==> src/rtl/div32x32_seq.sv <==
// Sequential 32/32 radix-2 restoring divider, one quotient bit per clock, start/busy handshake.
// Define DIV32_SIGNED_EN for two's-complement operands (sign correction applied in FINISH).
module div32x32_seq (
    input  logic        clk,
    input  logic        reset,
    input  logic        start,
    input  logic [31:0] a,
    input  logic [31:0] b,
    output logic        busy,
    output logic        done,
    output logic [31:0] quotient,
    output logic [31:0] remainder,
    output logic        div_by_zero
);

    localparam int unsigned W  = 32;
    localparam int unsigned CW = 5;

    typedef enum logic [1:0] {
        IDLE   = 2'd0,
        CALC   = 2'd1,
        FINISH = 2'd2
    } state_t;

    state_t          state;
    logic [CW-1:0]   cnt;
    logic [W-1:0]    rem;
    logic [W-1:0]    dvd;
    logic [W-1:0]    dsr;
    logic            dz;

    logic [W:0]      trial_c;
    logic [W-1:0]    a_mag_c;
    logic [W-1:0]    b_mag_c;
    logic [W-1:0]    q_out_c;
    logic [W-1:0]    r_out_c;

    // Shifted partial remainder minus divisor; bit W is the borrow/sign.
    assign trial_c = {rem, dvd[W-1]} - {1'b0, dsr};

`ifdef DIV32_SIGNED_EN
    logic neg_q;
    logic neg_r;

    assign a_mag_c = a[W-1] ? W'(-a) : a;
    assign b_mag_c = b[W-1] ? W'(-b) : b;
    assign q_out_c = neg_q ? W'(-dvd) : dvd;
    assign r_out_c = neg_r ? W'(-rem) : rem;

    // Signs latched with the operands: quotient truncates toward zero, remainder follows the dividend.
    always_ff @(posedge clk or negedge reset) begin
        if (!reset) begin
            neg_q <= 1'b0;
            neg_r <= 1'b0;
        end else if (state == IDLE && start) begin
            neg_q <= a[W-1] ^ b[W-1];
            neg_r <= a[W-1];
        end
    end
`else
    assign a_mag_c = a;
    assign b_mag_c = b;
    assign q_out_c = dvd;
    assign r_out_c = rem;
`endif

    // Control FSM, datapath iteration and result registers.
    always_ff @(posedge clk or negedge reset) begin
        if (!reset) begin
            state       <= IDLE;
            cnt         <= '0;
            rem         <= '0;
            dvd         <= '0;
            dsr         <= '0;
            dz          <= 1'b0;
            busy        <= 1'b0;
            done        <= 1'b0;
            quotient    <= '0;
            remainder   <= '0;
            div_by_zero <= 1'b0;
        end else begin
            done <= 1'b0;
            case (state)
                IDLE: begin
                    if (start) begin
                        busy <= 1'b1;
                        dsr  <= b_mag_c;
                        dz   <= (b == '0);
                        if (b != '0) begin
                            rem   <= '0;
                            dvd   <= a_mag_c;
                            cnt   <= '0;
                            state <= CALC;
                        end else begin
                            // Raw dividend kept so the zero-divisor remainder is the original a.
                            dvd   <= a;
                            state <= FINISH;
                        end
                    end
                end
                CALC: begin
                    dvd <= {dvd[W-2:0], ~trial_c[W]};
                    rem <= trial_c[W] ? {rem[W-2:0], dvd[W-1]} : trial_c[W-1:0];
                    cnt <= cnt + CW'(1);
                    if (cnt == CW'(W - 1)) begin
                        state <= FINISH;
                    end
                end
                FINISH: begin
                    if (dz) begin
                        quotient  <= '1;
                        remainder <= dvd;
                    end else begin
                        quotient  <= q_out_c;
                        remainder <= r_out_c;
                    end
                    div_by_zero <= dz;
                    done        <= 1'b1;
                    busy        <= 1'b0;
                    state       <= IDLE;
                end
                default: begin
                    busy  <= 1'b0;
                    state <= IDLE;
                end
            endcase
        end
    end

endmodule

==> config.mk <==
export PLATFORM = sky130hd
export DESIGN_NAME = div32x32_seq
export DESIGN_NICKNAME = d
export VERILOG_FILES = /design/src/rtl/div32x32_seq.sv
export SDC_FILE = /design/constraint.sdc
export NUM_CORES = 1
export LEC_CHECK = 0
export CAP_MARGIN = 0
export CORE_MARGIN = 3
export CORE_UTILIZATION = 55
export DETAILED_ROUTE_END_ITERATION = 7
export PLACE_DENSITY = 0.81
export SLEW_MARGIN = 20
export SYNTH_ARGS = -nofsm -noshare
export SYNTH_HDL_FRONTEND = slang
export SYNTH_SLANG_ARGS = --single-unit
==> constraint.sdc <==
create_clock -name clk -period 6.63 [get_ports clk]
set_input_delay 1.326 -clock clk [delete_from_list [all_inputs] [get_ports clk]]
set_output_delay 1.326 -clock clk [all_outputs]
set_load 0.03 [all_outputs]
* Word-level counts from Yosys, hierarchy flattened
Index checks and enable logic that the tools add are counted.
** Word-level totals
- Flip-flop bits (word level) :: 171
- Latch bits :: 0
- RAM bits :: 0
- ROM bits :: 0
- Bits of input ports :: 67
- Output and inout bits :: 67
- Word-level logic and storage cells :: 48
- Memories :: 0
** Operators by class
- $add $sub $neg :: 2
- Multiply operators :: 0
- Divide/modulo/power cells :: 0
- $lt $le $gt $ge :: 0
- Equality and inequality tests :: 6
- Shift-type cells :: 0
- Multiplexer cells :: 18
- Bitwise gates (word level) :: 2
- Reductions and logical operators :: 9
** Operator list (number)
- 2-to-1 mux 32 bit :: 6
- case mux 32 bit (2 select lines) :: 2
- subtractor 33 x 32 -> 33 bit :: 1
- logical NOT 32 bit :: 1
- nonzero test 32 bit :: 1
- 2-to-1 mux 5 bit :: 2
- case mux 5 bit (2 select lines) :: 1
- AND reduction 2 bit :: 4
- 2-to-1 mux 2 bit :: 3
- != test 2 bit, second input constant :: 3
- adder 5 x 1 -> 5 bit, second input constant :: 1
- == test 5 bit, second input constant :: 1
- case mux 2 bit (2 select lines) :: 1
- AND reduction 3 bit :: 1
- == test 2 x 1 -> 1 bit, second input constant :: 1
- == test 2 bit, second input constant :: 1
- logical NOT 2 bit :: 1
- 2-to-1 mux 1 bit :: 2
- NOT 1 bit :: 2
- case mux 1 bit (2 select lines) :: 1
- nonzero test 2 bit :: 1

* Depth between registers and ports, before layout
Gate-level depths: netlist (run 1).
- Depth after elaboration :: 4
- Gate-level depth with buffers :: 14
- Gate-level depth less buffers :: 13

* Worst setup path after synthesis (run 1)
No wires, ideal clock.
- Path kind :: input-to-reg
- From :: in b[24]
- To :: reg rem[29] (netlist: r_out_c[29])
- Library setup time :: 0.087 ns
- Arrival :: 2.892 ns
- Data required time :: 6.543 ns
- Path slack :: 3.651 ns
- Stages :: 9
- Cell sequence :: nor4_1 nand4_1 or2_2 nand2_1 a21o_1 clkbuf_1 buf_1 a2bb2oi_1 o211ai_1
** On the way
- Longest elaborated chain between the ends :: 3
** Ends and longest elaborated chain
- start, declared :: line 8 : input logic [31:0] b,
- nonzero test 32 bit :: line 89 : if (b != '0) begin
- != test 2 bit (no source line)
- AND reduction 3 bit (no source line)
- end signal, assigned :: line 103 : rem <= trial_c[W] ? {rem[W-2:0], dvd[W-1]} : trial_c[W-1:0];
- end, declared :: line 27 : logic [W-1:0] rem;
No other way between the ends.
A chain may end at the register's enable or synchronous reset.

* Worst setup path in the final report (run 1)
- From :: reg dvd[31]
- To :: reg rem[27] (netlist: r_out_c[27])
** On the way
- Longest elaborated chain between the ends :: 3
** Ends and longest elaborated chain
- start, declared :: line 28 : logic [W-1:0] dvd;
- start signal, assigned :: line 91 : dvd <= a_mag_c;
- start signal, assigned :: line 102 : dvd <= {dvd[W-2:0], ~trial_c[W]};
- subtractor 33 x 32 -> 33 bit :: line 39 : assign trial_c = {rem, dvd[W-1]} - {1'b0, dsr};
- 2-to-1 mux 32 bit :: line 103
- case mux 32 bit (2 select lines) :: line 83 : case (state)
No other way between the ends.

==> flow_summary.yaml, run 1 <==
cells_and_area:
  syn2layout_area_growth_pct: 22.31
  layout_common_cells: "193 x nand2_1, 170 x dfrtp_1, 138 x o21ai_0"
  final_nets: 1228
  final_core_util: 0.6951
  fillers: 1303
  num_antenna_cells: 0
  drive_gt1_frac: 0.05180
  final_common_cell: "nand2_1"
route:
  wl_met2_um: 10380
  antenna_left: 0
  top_layer_used: "met4"
  viasPerCell: 5.727
  drtIter0Drc: 770
  vias: 7760
  post-route-drc-count: 0
  drt-pass1-iter-count: 5
  wl_per_cell_um: 17.02
  met3WireLength_um: 1626
  wl_met1_um: 10670
  routed_wl_um: 23060
worst_setup_path:
  r2r_slack_ns: 2.81
  setup.worst_path.start: "dvd[31]"
  timing.rr.start: "dvd[31]"
  crit_type: "flip-flop to flip-flop"
  start_kind: "flip-flop"
  cp.arrival_ns: 4.14
  r2r_end: "r_out_c[27]"
  cpMaxStageDelayCell: "buf_4"
  cp-end-kind: "flip-flop"
  r2r_cells: 14
  worstPathMaxFanout: 36
  crit_chain: "inv_1 -> ha_1 -> inv_1 -> fa_1 -> a211oi_1 -> o211ai_1 -> a31oi_1 -> nor2_1 -> a41oi_2 -> xnor2_4 -> buf_4 -> nor2_1 -> a22o_1 -> a31o_1"
  slowest_delay_ns: 0.47
  critical_path.endpoint: "r_out_c[27]"
  worstPathRequired_ns: 6.95
clock_network:
  path_clk_slew_ns: 0.07
  cts_tree: "done"
  holdBufCountCts: 0
  cts.path.max_buffers: 2
  h-tree-depth: 4
  cts_made_buffers: 17
  insertion_delay_ns: 0.43
  clock_sinks: 171
  cts_root_buf: "clkbuf_16"
  postCtsSetupBuffers: 0
  post_cts_resized: 0
pwr:
  pwr-share-comb: 0.571
  switching_share: 0.4500
  seqPwrFrac: 0.277
  leakage_nw: 4.943
  pwr-share-clk: 0.153
  power.switching_mw: 2.864
  p_per_area_mw_per_mm2: 568.1
  peakVddDrop_v: 0.0003969
  internal-power_mw: 3.500
global_routing:
  grt_max_degree: 131
  grt.overflow.total: 0
  grt_usage: 0.2595
  grt_pass1_wl_um: 37600
  antenna_found_initial: 0
  grt_pass1_vias: 7251
logic_synthesis:
  synth_nets: 1129
  synthesis.area_sq_mm: 0.009159
  synth_cells: 1027
  synth_cell_type_count: 61
  synth_warnings: 0
  synth_edf_count: 0
  ys_ff_latch: 171
  ys.flop_type: "dfrtp_1"
  syn_area_per_cell_sq_um: 8.918
  async_reset_ff_frac: 1.000
  synth_sequential_area_ratio: 0.4672
timing:
  fin_skew_ns: 0.007596
  post-route-period-util: 0.5763
  hold_viol: 0
  layout_min_cycle_time_ns: 3.821
  worst_pin_slew_ns: 0.9906
  drv_slew: 0
  maxClockFrequency_mhz: 261.7
  setup_viol: 0
  rsz0062_at_grt: "false"
  finalSetupTns_ns: 0
  relSlewSlack: 0.3372
floorplan:
  coreArea_sq_mm: 0.01612
  die_area_sq_mm: 0.01824
  die_h_um: 135.0
  die_width_um: 135.0
  io_pins: 134
  initial_core_util: 0.5683
  rows: 46
run:
  maxCapViolCount: 0
place:
  routabilityCongestion: 0.8760
  port_buffers: 133
  place_hpwl_um: 16110
hold_path:
  hp-class: "flip-flop to flip-flop"
status:
  outcome: "finished, final reports clean"
flip-flops by register name (all words and copies together), names as in the netlist:
signal	flops
done	1
busy	1
remainder	32
state	2
quotient	32
r_out_c	32
div_by_zero	1
dz	1
cnt	5
dvd	32
dsr	32
worst max-delay path: cells and delay by family (launching register included):
family                     cells  cell delay, ns
xor gates and xnor gates       1            0.23
buffers and inverters          3            0.62
adders and majority gates      2            0.60
DFF                            1            0.46
and+or+nand+nor                2            0.29
AOI/OAI and AO/OA              6            1.49
how the worst min path moves through the flow:
| stage | slack (ns) | endpoint | depth (start not counted) | start |
|---|---|---|---|---|
| final | 0.48 | quotient[3] | 2 | quotient[3] |
| after global routing | 0.50 | quotient[21] | 2 | quotient[21] |
| after global placement | 0.46 | quotient[17] | 2 | quotient[17] |
| after detailed placement | 0.47 | quotient[16] | 2 | quotient[16] |
| after floorplan | 0.47 | cnt[4] | 1 | cnt[4] |
| after CTS | 0.48 | remainder[15] | 2 | remainder[15] |
per-layer routing:
metal / track usage / up-vias
met1: 0.3878 / 3668
met3: 0.04545 / 31
met4: 0.08007 / 0
li1: - / 3775
met5: 0 / -
met2: 0.3894 / 286
cells in the mapped netlist, types with 6 or more instances:
cell | instances | area, sq um
a21o_1 | 12 | 90.09
a21oi_1 | 34 | 170.2
a31oi_1 | 36 | 225.2
and2_1 | 34 | 212.7
buf_1 | 6 | 22.52
clkbuf_1 | 51 | 191.4
dfrtp_1 | 171 | 4279
ha_1 | 34 | 425.4
inv_1 | 38 | 142.6
mux2i_1 | 48 | 480.5
nand2_1 | 194 | 728.2
nand3_1 | 8 | 40.04
nand4_1 | 7 | 43.79
nor2_1 | 59 | 221.5
nor4_1 | 8 | 50.05
o21a_1 | 7 | 52.55
o21ai_0 | 138 | 690.7
o21ai_1 | 32 | 160.2
o21bai_1 | 6 | 45.04
xnor2_1 | 16 | 140.1
xor2_1 | 12 | 105.1
metrics by stage:
step	instance area (sq um)	setup WS, ns	hold slack (ns)	power (mW)	std cells
after detailed placement	10620	2.190	0.4697	5.321	1323
final	11200	2.809	0.4799	6.364	1355
after global placement	10620	2.191	0.4589	5.230	1323
after CTS	11190	2.629	0.4843	6.341	1355
after global routing	11200	2.624	0.5045	6.875	1355
after floorplan	9159	3.651	0.4725	4.510	1027
cell families (layout without fill, tap and decap cells):
| logic type | count (synthesis) | count (layout) | share of synthesized area |
|---|---|---|---|
| XOR/XNOR | 29 | 29 | 0.02855 |
| multiplexers | 49 | 49 | 0.05369 |
| buffers and inverters | 103 | 215 | 0.04440 |
| AO/OA/AOI/OAI | 310 | 310 | 0.2011 |
| AND/OR/NAND/NOR | 330 | 330 | 0.1564 |
| flip-flops | 171 | 171 | 0.4672 |
| adder cells (fa/ha/maj) | 35 | 35 | 0.04863 |
power groups by stage:
| stage | logic, mW | clock network (mW) | registers [mW] |
|---|---|---|---|
| after floorplan | 2.87 | 0 | 1.64 |
| after global placement | 3.48 | 0 | 1.75 |
| after detailed placement | 3.56 | 0 | 1.76 |
| after CTS | 3.61 | 0.982 | 1.75 |
| after global routing | 4.05 | 1.03 | 1.80 |
| final | 3.63 | 0.971 | 1.76 |
cell type report:
cell class              instances  area [sq um]  area share
inverters                      39         146.4     0.01307
clock inverters                14         137.6     0.01229
well taps                     216         270.3     0.02413
clock buffers                  18         439.2     0.03920
flip-flops and latches        171          4280      0.3821
multi-input cells             753          4513      0.4029
repair buffers                144          1415      0.1263
No activity file was read; power rests on OpenSTA's default activity.
==> run 2, diff against run 1 <==
- CORE_UTILIZATION: 55 -> 50
- PLACE_DENSITY: 0.81 -> 0.77
- clock period: 6.63 -> 3.1 ns (I/O delays scaled with it)
==> run 2 against run 1 <==
Compared with the run above: register-to-register slack got worse by 2.7 ns; utilization is 4.0 points lower; final area is 2.8% higher; critical endpoint is now r_out_c[30]; via count up 2.0%; largest cell class unchanged; worst setup slack got worse by 2.7 ns; fmax up 28%; first-iteration DRC count fell by 4.3%; non-clock buffer count grew 28; routed wire length rose by 3.5%.
==> flow_summary.yaml, run 2 (same netlist as run 1, synthesis figures left out) <==
status:
  outcome: "finished, final reports clean"
cells_and_area:
  final_common_cell: "nand2_1"
  final_nets: 1257
  finish.instance_area_sq_mm: 0.01152
  layout_common_cells: "192 x nand2_1, 170 x dfrtp_1, 137 x o21ai_0"
  fillers: 1480
  drive_gt1_frac: 0.08226
  num_antenna_cells: 0
  syn2layout_area_growth_pct: 25.78
place:
  placed_cell_area_sq_mm: 0.01084
  port_buffers: 133
  place_hpwl_um: 17100
  routabilityCongestion: 0.8644
global_routing:
  grt_pass1_wl_um: 39080
  grt_pass1_vias: 7431
  antenna_found_initial: 0
  grt_max_degree: 131
  grt_usage: 0.2430
  grt.overflow.total: 0
route:
  viasPerCell: 5.688
  antenna_left: 0
  wl_per_cell_um: 17.14
  routed_wl_um: 23860
  post-route-drc-count: 0
  vias: 7918
  drt-pass1-iter-count: 5
  drtIter0Drc: 737
floorplan:
  die_h_um: 141.3
  rows: 48
  coreArea_sq_mm: 0.01760
  io_pins: 134
  die_width_um: 141.3
  initial_core_util: 0.5205
  die_area_sq_mm: 0.01998
run:
  maxCapViolCount: 0
worst_setup_path:
  worstPathRequired_ns: 3.40
  path_delay_family: "compound AO/OA/AOI/OAI gates"
  crit_type: "flip-flop to flip-flop"
  timing.rr.start: "dvd[31]"
  r2r_end: "r_out_c[30]"
  cp.arrival_ns: 3.30
  critPathMostFrequentCell: "inv_1"
  worstPathMaxFanout: 7
  slowest_delay_ns: 0.40
  crit_chain: "inv_1 -> ha_1 -> inv_1 -> fa_2 -> a211oi_2 -> o211ai_1 -> a31oi_1 -> nor2_2 -> a41oi_4 -> xnor2_4 -> nor4b_1 -> or3_1"
  cp-end-kind: "flip-flop"
  r2r_cells: 12
  cpMaxStageDelayCell: "or3_1"
  start_kind: "flip-flop"
  crit_buf_inv: 2
  r2r_slack_ns: 0.11
clock_network:
  holdBufCountCts: 0
  cts_tree: "done"
  insertion_delay_ns: 0.43
  clock_sinks: 171
  path_clk_slew_ns: 0.06
  h-tree-depth: 4
  cts.path.max_buffers: 2
  cts_root_buf: "clkbuf_16"
  cts_made_buffers: 17
pwr:
  leakage_nw: 5.090
  peakVddDrop_v: 0.0006162
  p_per_area_mw_per_mm2: 1258
timing:
  post-route-period-util: 0.9661
  hold_viol: 0
  setup_viol: 0
  finalSetupTns_ns: 0
  layout_min_cycle_time_ns: 2.995
  maxClockFrequency_mhz: 333.9
  worst_pin_slew_ns: 1.050
  fin_skew_ns: 0.009918
  relSlewSlack: 0.2973
  drv_slew: 0
hold_path:
  hp-class: "input port to asynchronous set/reset pin"
==> run 2: cell count changes in the layout (fill, tap and decap cells not counted), sizes merged <==
cell	delta
buf	+28
clkinv	-2
clkinvlp	+1
xnor2	+1
==> run 2: what timing repair did <==
action | in CTS | in global routing
buffers inserted | 0 | 4
resized for setup | 1 | 16
endpoints found under the setup margin | 1 | 27
cloned | 0 | 1
pin swaps | 0 | 3
==> run 2: cell type report <==
class,instances,area [sq um],share of cell area
clock buffers,18,429.2,0.03725
clock inverters,13,120.1,0.01043
inverters,39,146.4,0.01271
multi-input cells,754,4588,0.3983
flip-flops and latches,171,4280,0.3716
well taps,225,281.5,0.02444
repair buffers,172,1674,0.1453
==> run 2: power by group <==
group / switching, mW / total (mW) / internal, mW
Clock: 0.921 / 2.03 / 1.11
Combinational: 4.74 / 8.69 / 3.95
Sequential: 0.764 / 3.77 / 3.01
==> run 2: worst max-delay path by stage <==
stage	start	endpoint	slack, ns	cells past startpoint
2_1_floorplan	dvd[31]	r_out_c[30]	0.24	13
3_3_place_gp	b[0]	r_out_c[17]	0.06	10
3_5_place_dp	b[0]	r_out_c[10]	0.04	10
4_1_cts	r_out_c[12]	r_out_c[7]	0.00005	10
5_1_grt	dvd[31]	dvd[0]	-0.03	14
6_report	dvd[31]	r_out_c[30]	0.11	12
==> run 2: per-layer routing <==
| metal | track usage | routed length (um) | share of wire |
|---|---|---|---|
| met1 | 0.3744 | 11420 | 0.48 |
| met5 | 0 | 0 | 0 |
| met3 | 0.03000 | 1473 | 0.062 |
| met4 | 0.06629 | 328 | 0.014 |
| met2 | 0.3632 | 10630 | 0.45 |
==> run 2: metrics by stage <==
| step | hold slack, ns | instances | util | total power [mW] | worst slack (ns) |
|---|---|---|---|---|---|
| 6_report | 0.1317 | 1392 | 0.6547 | 14.49 | 0.1052 |
| 5_1_grt | 0.1792 | 1392 | 0.6547 | 15.62 | -0.03483 |
| 4_1_cts | 0.1584 | 1387 | 0.6478 | 13.95 | 0.00005462 |
| 3_5_place_dp | 0.4626 | 1356 | 0.6163 | 11.84 | 0.03889 |
| 3_3_place_gp | 0.4599 | 1356 | 0.6163 | 11.63 | 0.06082 |
| 2_1_floorplan | 0.3244 | 1027 | - | 9.645 | 0.2439 |
